**src/rtl/wb_pkg.sv**
```systemverilog
// Shared Wishbone B4 definitions for the HyperRAM front end.
//
// Contents:
//   CTI_*        cycle type identifier encodings
//   BTE_LINEAR   linear burst type extension
//   arb_state_e  arbiter FSM states
//   cti_is_burst true for cycle types that promise a following beat
//   cti_ends     true for cycle types that close the cycle on their ack
package wb_pkg;

  localparam logic [2:0] CTI_CLASSIC = 3'b000;
  localparam logic [2:0] CTI_CONST   = 3'b001;
  localparam logic [2:0] CTI_INCR    = 3'b010;
  localparam logic [2:0] CTI_EOB     = 3'b111;

  localparam logic [1:0] BTE_LINEAR  = 2'b00;

  typedef enum logic {
    ST_IDLE  = 1'b0,
    ST_GRANT = 1'b1
  } arb_state_e;

  function automatic logic cti_is_burst(input logic [2:0] cti);
    return (cti == CTI_CONST) || (cti == CTI_INCR);
  endfunction

  function automatic logic cti_ends(input logic [2:0] cti);
    return (cti == CTI_CLASSIC) || (cti == CTI_EOB);
  endfunction

endpackage

```
**src/rtl/rr_arbiter.sv**
```systemverilog
// Combinational round-robin picker.
//
// Ports:
//   req_i   N-bit request vector
//   last_i  index of the most recently served requester
//   grant_o one-hot grant of the first requester after last_i (wrapping),
//           all zero when nobody requests
module rr_arbiter #(
  parameter  int N  = 3,
  localparam int PW = (N > 1) ? $clog2(N) : 1
) (
  input  logic [N-1:0]  req_i,
  input  logic [PW-1:0] last_i,
  output logic [N-1:0]  grant_o
);

  logic          found;
  logic [PW-1:0] idx;

  // Walk the ports starting just after the last winner; the last winner
  // itself is visited last so it only wins again if nobody else asks.
  always_comb begin
    grant_o = '0;
    found   = 1'b0;
    idx     = '0;
    for (int i = 1; i <= N; i++) begin
      idx = PW'((int'(last_i) + i) % N);
      if (!found && req_i[idx]) begin
        grant_o[idx] = 1'b1;
        found        = 1'b1;
      end
    end
  end

endmodule

```
**src/rtl/wb_hyper_arbiter.sv**
```systemverilog
// N-port Wishbone B4 registered-feedback arbiter in front of the wb_hyper
// data port. Round-robin, with bursts holding the grant until they end or
// until MAX_BEATS acks have been delivered.
//
// Ports:
//   wb_clk_i, wb_rst_i   clock, synchronous active-high reset
//   m_*_i                packed master-side requests, port k at [k*W +: W]
//   m_dat_o, m_ack_o     read data (broadcast) and per-port acknowledge
//   s_*_o                slave-side request towards wb_hyper
//   s_dat_i, s_ack_i     slave response from wb_hyper
//   grant_o              one-hot current grant (zero while idle)
module wb_hyper_arbiter
  import wb_pkg::*;
#(
  parameter  int NUM_PORTS = 3,
  parameter  int AW        = 32,
  parameter  int DW        = 32,
  parameter  int MAX_BEATS = 16,
  localparam int SW        = DW / 8,
  localparam int PW        = $clog2(NUM_PORTS),
  localparam int BW        = $clog2(MAX_BEATS + 1)
) (
  input  logic                    wb_clk_i,
  input  logic                    wb_rst_i,
  input  logic [NUM_PORTS*AW-1:0] m_adr_i,
  input  logic [NUM_PORTS*DW-1:0] m_dat_i,
  input  logic [NUM_PORTS*SW-1:0] m_sel_i,
  input  logic [NUM_PORTS-1:0]    m_we_i,
  input  logic [NUM_PORTS*3-1:0]  m_cti_i,
  input  logic [NUM_PORTS-1:0]    m_cyc_i,
  input  logic [NUM_PORTS-1:0]    m_stb_i,
  output logic [DW-1:0]           m_dat_o,
  output logic [NUM_PORTS-1:0]    m_ack_o,
  output logic [AW-1:0]           s_adr_o,
  output logic [DW-1:0]           s_dat_o,
  output logic [SW-1:0]           s_sel_o,
  output logic                    s_we_o,
  output logic [2:0]              s_cti_o,
  output logic                    s_cyc_o,
  output logic                    s_stb_o,
  input  logic [DW-1:0]           s_dat_i,
  input  logic                    s_ack_i,
  output logic [NUM_PORTS-1:0]    grant_o
);

  arb_state_e             state_q, state_d;
  logic [NUM_PORTS-1:0]   grant_q, grant_d;
  logic [PW-1:0]          last_q, last_d;
  logic [BW-1:0]          beats_q, beats_d;

  logic [NUM_PORTS-1:0]   req;
  logic [NUM_PORTS-1:0]   rr_grant;
  logic [PW-1:0]          gidx;
  logic [PW-1:0]          sel_idx;
  logic                   in_grant;

  logic [AW-1:0]          adr_mux;
  logic [DW-1:0]          dat_mux;
  logic [SW-1:0]          sel_mux;
  logic                   we_mux;
  logic [2:0]             cti_mux;
  logic                   cyc_mux;
  logic                   stb_mux;
  logic                   force_eob;
  logic                   release_now;

  assign req      = m_cyc_i & m_stb_i;
  assign in_grant = (state_q == ST_GRANT);

  rr_arbiter #(.N(NUM_PORTS)) u_rr (
    .req_i   (req),
    .last_i  (last_q),
    .grant_o (rr_grant)
  );

  always_comb begin
    gidx = '0;
    for (int k = 0; k < NUM_PORTS; k++) begin
      if (grant_q[k]) gidx = PW'(k);
    end
  end

  // While idle the mux keeps pointing at the last served port, so the
  // slave-side address/data stay on that port's values.
  assign sel_idx = in_grant ? gidx : last_q;

  always_comb begin
    adr_mux = '0;
    dat_mux = '0;
    sel_mux = '0;
    we_mux  = 1'b0;
    cti_mux = CTI_CLASSIC;
    cyc_mux = 1'b0;
    stb_mux = 1'b0;
    for (int k = 0; k < NUM_PORTS; k++) begin
      if (PW'(k) == sel_idx) begin
        adr_mux = m_adr_i[k*AW +: AW];
        dat_mux = m_dat_i[k*DW +: DW];
        sel_mux = m_sel_i[k*SW +: SW];
        we_mux  = m_we_i[k];
        cti_mux = m_cti_i[k*3 +: 3];
        cyc_mux = m_cyc_i[k];
        stb_mux = m_stb_i[k];
      end
    end
  end

  // On the last beat a long burst is allowed, pretend the master said
  // end-of-burst so wb_hyper closes its transfer cleanly; the master keeps
  // requesting and picks up again when it is re-granted.
  assign force_eob = in_grant && (beats_q == BW'(MAX_BEATS - 1)) && cti_is_burst(cti_mux);

  assign s_adr_o = adr_mux;
  assign s_dat_o = dat_mux;
  assign s_sel_o = sel_mux;
  assign s_we_o  = we_mux;
  assign s_cti_o = force_eob ? CTI_EOB : cti_mux;
  assign s_cyc_o = in_grant && cyc_mux;
  assign s_stb_o = in_grant && stb_mux;

  assign m_dat_o = s_dat_i;
  assign m_ack_o = grant_q & {NUM_PORTS{s_ack_i}};
  assign grant_o = grant_q;

  // A master dropping cyc ends its tenure at once, even before any ack.
  assign release_now = !cyc_mux || (s_ack_i && cti_ends(s_cti_o));

  always_comb begin
    state_d = state_q;
    grant_d = grant_q;
    last_d  = last_q;
    beats_d = beats_q;
    case (state_q)
      ST_IDLE: begin
        if (|req) begin
          grant_d = rr_grant;
          beats_d = '0;
          state_d = ST_GRANT;
        end
      end
      ST_GRANT: begin
        if (s_ack_i) beats_d = beats_q + BW'(1);
        if (release_now) begin
          grant_d = '0;
          last_d  = gidx;
          beats_d = '0;
          state_d = ST_IDLE;
        end
      end
      default: begin
        grant_d = '0;
        beats_d = '0;
        state_d = ST_IDLE;
      end
    endcase
  end

  // Pointer resets to the top port so the search starts at port 0.
  always_ff @(posedge wb_clk_i) begin
    if (wb_rst_i) begin
      state_q <= ST_IDLE;
      grant_q <= '0;
      last_q  <= PW'(NUM_PORTS - 1);
      beats_q <= '0;
    end else begin
      state_q <= state_d;
      grant_q <= grant_d;
      last_q  <= last_d;
      beats_q <= beats_d;
    end
  end

endmodule

```
**config.mk**
```make
export PLATFORM = sky130hd
export DESIGN_NAME = wb_hyper_arbiter
export DESIGN_NICKNAME = d
export VERILOG_FILES = /design/src/rtl/wb_pkg.sv /design/src/rtl/rr_arbiter.sv /design/src/rtl/wb_hyper_arbiter.sv
export SDC_FILE = /design/constraint.sdc
export NUM_CORES = 1
export LEC_CHECK = 0
export ABC_AREA = 1
export BUFFER_PORTS_ARGS = -buffer_cell sky130_fd_sc_hd__buf_4
export CAP_MARGIN = 10
export CELL_PAD_IN_SITES_DETAIL_PLACEMENT = 1
export CELL_PAD_IN_SITES_GLOBAL_PLACEMENT = 2
export CORE_UTILIZATION = 11
export DETAILED_ROUTE_END_ITERATION = 10
export PLACE_DENSITY = 0.79
export RECOVER_POWER = 100
export SLEW_MARGIN = 20
export SYNTH_ARGS = -nofsm -noshare
export SYNTH_HDL_FRONTEND = slang
export SYNTH_SLANG_ARGS = --single-unit
```
**constraint.sdc**
```tcl
create_clock -name wb_clk_i -period 1.95 [get_ports wb_clk_i]
set_clock_uncertainty 0.15 [all_clocks]
set_input_delay 0.195 -clock wb_clk_i [delete_from_list [all_inputs] [get_ports wb_clk_i]]
set_output_delay 0.195 -clock wb_clk_i [all_outputs]
set_load 0.02 [all_outputs]
```
==> summary.md, run 1 <==
| Metric | Value |
|---|---|
| Seq/Total Area, Yosys | 8.13% |
| Hold path cells | 2 |
| GRT Resource Usage Total | 14.3% |
| Rel. slew slack | 79.3% |
| Max-Cap Viols | 0 |
| Total negative slack | -7.50 ns |
| Worst setup EP type | output port |
| DRC errors left | 0 |
| M1 GR Usage | 17.3% |
| CTS tree | done |
| Nets | 1073 |
| HPWL after detailed placement | 14.2 mm |
| Core Area | 24200 um2 |
| DRT iter0 DRCs | 198 |
| Routed WL | 19.6 mm |
| Most common cell after layout, fill and taps aside | buf_4 |
| CP Capture Point | s_stb_o |
| Worst Max-Slew Pin Slew | 0.308 ns |
| Cell Pwr Density | 1040 nW/um2 |
| Hold slack | 0.0444 ns |
| Hold Violations, Final | 0 |
| DIE AREA | 25300 um2 |
| TritonCTS Buffers | 3 |
| Reg2reg end | last_q[0] |
| Yosys warning count | 0 |
| Initial antenna violation count | 1 |
| Max IR drop VDD | 0.000453 V |
| Path length in cells of the critical path | 11 |
| First-pass GRT wire length | 28.7 mm |
| Most frequent cells in the layout | 265 x buf_4, 125 x nand2_1, 97 x nand3_1 |
| Synthesized area per cell | 5.31 um2 |
| Max clock buf depth | 2 |
| Ports | 369 |
| Register-to-Register Path Depth | 15 |
| CTS Hold Bufs | 0 |
| Crit. Startpoint | in_grant |
| RSZ-0062 raised after global routing | true |
| Endpoints failing setup | 78 |
| Worst Hold Class | input pin to flop |
| Post-synth net total | 773 |
| Area Growth Syn to Fin | 148% |
| Critical path type | flop to output port |
| Root Buffer | clkbuf_16 |
| Routed Antenna Nets | 0 |
| Gpl congestion | 0.801 |
| Routed WL per cell | 17.3 um |
| Starting density of the core | 11.2% |
| Failing checks | negative setup slack |
| Netlist Area Pre-Place | 2710 um2 |
| Status | finished, violations left |
| Final Util | 27.7% |
| Crit share post-route | 108% |
| Syn Inst Count | 510 |
| # clock sinks | 11 |
| Routed vias | 4696 |
| Slowest-stage cell, CP | dfxtp_2 |
| Setup slack after layout | -0.153 ns |
| Height of the die | 159 um |
| Seq cells post-synth | 11 |
| Slew Viols, Final | 0 |
| Crit Path Max Fanout | 7 |
| Unique masters post-synth | 34 |
| Clock Pin Slew Worst Setup and Hold Paths | 0.04 ns |
| Layout cell share with drive strength beyond 1 | 64.0% |
| Min Tclk post-route | 2.10 ns |
| Cell taking the most area after synthesis | nand3_1 |
| Num rows | 57 |
| Place WS | -0.102 ns |
| Max Freq | 476 MHz |
| Worst r2r src | in_grant |
| Total grt overflow | 0 |
| Critical path's top delay family | buffers and inverters |
| Vias per cell | 4.14 |
| R2R Setup Slk | -0.04 ns |
| Leak | 3.47 nW |
| Met2 Use GR | 26.8% |
| CP required | 1.60 ns |
| Critical-path cell list | buf_6, nand3_4, buf_12, nand3_4, clkinv_8, buf_12, nand2_4, nand3_2, nand2_2, inv_2, buf_6 |
| WP buf/inv | 6 |
| Clk Latency, worst-skew pair | 0.24 ns |
| M3 GR Usage | 2.32% |
| IO buf count | 304 |
| Pre-Repair DR Iteration Count | 5 |
| Cells taking the most area after synthesis | nand3_1 28%, nand2_1 25%, buf_4 9.1%, dfxtp_1 8.1%, clkbuf_1 3.7% |
| Async SR Flop Fraction | 0% |
| Largest net degree at the start of global routing | 41 |
| Vias in the first global route | 4966 |
| Number of synthesized flops with an enable pin | 0 |
| GR peak layer | met2 |
| Critical path's largest stage delay | 0.34 ns |
| Crit path DAT | 1.76 ns |
| Most used flip-flop cell after synthesis | dfxtp_1 |
| CP Launch Type | flop |
| Fill cells | 2985 |
| Depth of the CTS H-tree | 1 |
| Die W | 159 um |
| Top cell type's share of synthesized area | 28.1% |
[how the worst min path moves through the flow]
stage | startpoint | endpoint | slack (ns)
3_3_place_gp | s_dat_i[11] | m_dat_o[11] | 0.24
4_1_cts | wb_rst_i | grant_o[2] | 0.03
6_report | wb_rst_i | grant_o[2] | 0.04
5_1_grt | wb_rst_i | grant_o[2] | 0.06
2_1_floorplan | s_ack_i | beats_q[0] | 0.20
3_5_place_dp | s_dat_i[11] | m_dat_o[11] | 0.24
[report_power, final]
group | leakage (nW) | internal, mW | switching [mW]
clock network | 0.0382 | 0.275 | 0.106
registers | 0.0907 | 0.263 | 0.0356
logic | 3.34 | 2.90 | 3.42
total | 3.47 | 3.44 | 3.57
[flip-flops by register name, summed over array words and instances (netlist names)]
| signal | count |
|---|---|
| beats_q | 5 |
| in_grant | 1 |
| last_q | 2 |
| grant_o | 3 |
[synthesized netlist by cell type (4+ instances only)]
master / count
nand4_1: 8
inv_2: 4
inv_1: 25
nand2_4: 4
ha_1: 6
nand3_2: 4
nand2_1: 177
o21ai_0: 9
nor2_1: 8
nand2_2: 10
clkbuf_1: 27
buf_4: 33
nand3_1: 152
a21oi_1: 10
dfxtp_1: 11
[layer usage]
metal / wire length [um] / share of wire, %
met1: 8020 / 41
met5: 0 / 0
met2: 10200 / 52
met3: 1130 / 5.8
met4: 213 / 1.1
[cell families (layout without fill, tap and decap cells)]
group | count (synthesis) | count (layout) | synth area share (%)
AND/OR/NAND/NOR | 374 | 374 | 65.6
AO/OA/AOI/OAI | 24 | 24 | 4.94
buffers and inverters | 95 | 394 | 18.6
other | 0 | 1 | 0
flip-flops | 11 | 11 | 8.13
adder cells (fa/ha/maj) | 6 | 6 | 2.77
[layout make-up]
| cell class | instances | area (um2) | share of cell area (%) |
|---|---|---|---|
| Tap cell | 324 | 405 | 6.04 |
| Inverter | 31 | 156 | 2.33 |
| Multi-Input combinational cell | 404 | 2590 | 38.7 |
| Antenna cell | 1 | 2.50 | 0.0373 |
| Timing Repair Buffer | 359 | 3240 | 48.3 |
| Sequential cell | 11 | 228 | 3.39 |
| Clock buffer | 4 | 78.8 | 1.17 |
[through the flow]
step	instance area, um2	std cells	power (mW)
CTS	6320	1128	6.72
global route	6710	1133	7.43
finish	6710	1134	7.00
global placement	5380	1108	5.07
detailed placement	5380	1108	5.09
floorplan	2720	510	2.88
[repair_timing]
action                                 CTS  global route
gates resized for setup                156            87
setup endpoints to repair               82            85
endpoints found under the hold margin    0             0
cloned                                   5             4
setup buffers                           11             4
pin swaps                               10            18
Note: power is estimated with default switching activity, not from simulation.
==> inputs of run 2 (changes only) <==
--- a/config.mk
+++ b/config.mk
@@ -14,6 +14,7 @@
 export DETAILED_ROUTE_END_ITERATION = 10
 export PLACE_DENSITY = 0.79
 export RECOVER_POWER = 100
+export SETUP_SLACK_MARGIN = 0.15
 export SLEW_MARGIN = 20
 export SYNTH_ARGS = -nofsm -noshare
 export SYNTH_HDL_FRONTEND = slang
==> run 2 against run 1 <==
The flow still finishes with violations (negative setup slack); maximum frequency down 0.14%; via count up 4.3%; total power grew 20%; largest cell class unchanged; die area unchanged; sequential power rose by 8.4%.
==> summary.md, run 2 (synthesized netlist as in run 1, its figures left out) <==
| Metric | Value |
|---|---|
| DIE AREA | 25300 um2 |
| Worst Hold Class | input pin to flop |
| RSZ-0062 raised after global routing | true |
| Top reg by flops | beats_q |
| Height of the die | 159 um |
| Clock Pin Slew Worst Setup and Hold Paths | 0.04 ns |
| Max clock buf depth | 2 |
| Leak | 4.05 nW |
| Max-Cap Viols | 0 |
| First-pass GRT wire length | 29.6 mm |
| Layout cell share with drive strength beyond 1 | 76.5% |
| Worst setup EP type | output port |
| CTS Hold Bufs | 0 |
| Slew Viols, Final | 0 |
| Routed vias | 4897 |
| Max Freq | 475 MHz |
| CTS tree | done |
| HPWL after detailed placement | 14.3 mm |
| DRC errors left | 0 |
| Internal power | 4.36 mW |
| Largest net degree at the start of global routing | 26 |
| Rel. slew slack | 75.5% |
| Routed WL | 22.2 mm |
| Clk Latency, worst-skew pair | 0.24 ns |
| Crit path DAT | 1.76 ns |
| Switching Share | 48.3% |
| Setup slack after layout | -0.156 ns |
| ANT cells | 0 |
| Switching pwr | 4.07 mW |
| GRT Resource Usage Total | 14.9% |
| Register area | 241 um2 |
| IO buf count | 304 |
| Initial antenna violation count | 0 |
| Gpl congestion | 0.825 |
| Max FFs per register | 5 |
| Cell Area, Placed | 5520 um2 |
| CP required | 1.60 ns |
| Depth of the CTS H-tree | 1 |
| Total negative slack | -8.87 ns |
| Routed Antenna Nets | 0 |
| Critical path type | flop to output port |
| Root Buffer | clkbuf_16 |
| Core Area | 24200 um2 |
| Failing checks | negative setup slack |
| Max IR drop VDD | 0.000530 V |
| Hold Violations, Final | 0 |
| Routed WL per cell | 18.9 um |
| Vias per cell | 4.17 |
| Worst Max-Slew Pin Slew | 0.364 ns |
| Most frequent cells in the layout | 264 x buf_4, 92 x buf_6, 79 x nand2_2, 79 x nand3_2, 70 x nand2_1 |
| Endpoints failing setup | 85 |
| Nets | 1115 |
| TritonCTS Buffers | 3 |
| Hold slack | 0.0336 ns |
| Multi-input gate area | 3060 um2 |
| Combinational power share | 91.7% |
| Fill cells | 2867 |
| Total grt overflow | 0 |
| Die W | 159 um |
| Ports | 369 |
| Clock share of power | 4.4% |
| Status | finished, violations left |
| # clock sinks | 11 |
| Starting density of the core | 11.2% |
| Area Growth Syn to Fin | 193% |
| Num rows | 57 |
| Min Tclk post-route | 2.11 ns |
| Crit share post-route | 108% |
| Cell Pwr Density | 1060 nW/um2 |
| Pre-Repair DR Iteration Count | 4 |
| CP Launch Type | flop |
| DRT iter0 DRCs | 222 |
| Sequential power share | 3.8% |
| Most common cell after layout, fill and taps aside | buf_4 |
| Vias in the first global route | 5060 |
| Crit Path Max Fanout | 7 |
| Final Cell Area | 7940 um2 |
[run 2: final timing paths]
kind | startpoint | end | slack [ns] | depth (start not counted)
max | grant_o[2] | s_dat_o[23] | -0.16 | 10
min | wb_rst_i | grant_o[2] | 0.03 | 2
max reg2reg | grant_o[2] | last_q[0] | -0.10 | 16
min reg2reg | beats_q[4] | beats_q[4] | 0.32 | 2
[run 2: timing repair]
item / in CTS / in global routing
gates resized for setup: 216 / 168
buffers inserted: 15 / 18
pin swaps: 22 / 29
endpoints found under the setup margin: 85 / 85
cloned: 6 / 15
[run 2: worst max-delay path, cell delays in order (launching register included)]
cell and delay, ns:
dfxtp_4 0.37, inv_4 0.05, nand3_4 0.15, nand2_8 0.11, nand2_8 0.13, clkinv_16 0.08
buf_12 0.12, buf_16 0.15, nand2_1 0.10, nand3_1 0.08, buf_4 0.16
[run 2: final cells by class]
type	count	share of cell area, %
well taps	324	5.11
clock buffers	4	0.993
multi-input cells	404	38.5
repair buffers	400	49.9
inverters	31	2.21
flip-flops and latches	11	3.04
repair inverters	1	0.205
[run 2: power by group through the flow]
| stage | combinational, mW | clock (mW) | sequential (mW) |
|---|---|---|---|
| detailed placement | 5.01 | 0 | 0.323 |
| finish | 7.73 | 0.375 | 0.324 |
| CTS | 6.60 | 0.383 | 0.324 |
| floorplan | 2.61 | 0 | 0.320 |
| global placement | 4.99 | 0 | 0.321 |
| global route | 8.17 | 0.397 | 0.332 |
[run 2: stage by stage]
stage | setup WS, ns | cells | total power, mW | util [%]
2_1_floorplan | 0.126 | 510 | 2.93 | -
5_1_grt | -0.249 | 1175 | 8.90 | 32.7
3_5_place_dp | -0.0782 | 1117 | 5.34 | 22.8
3_3_place_gp | -0.0181 | 1117 | 5.31 | 22.8
6_report | -0.156 | 1175 | 8.43 | 32.7
4_1_cts | -0.108 | 1142 | 7.31 | 27.8
[run 2: routing by layer]
metal	share of wire, %	global-route usage (%)	vias to the layer above
li1	-	-	2344
met1	43	18.4	2352
met3	4.8	2.37	18
met5	0	0	-
met2	51	27.1	183
met4	1.5	2.49	0
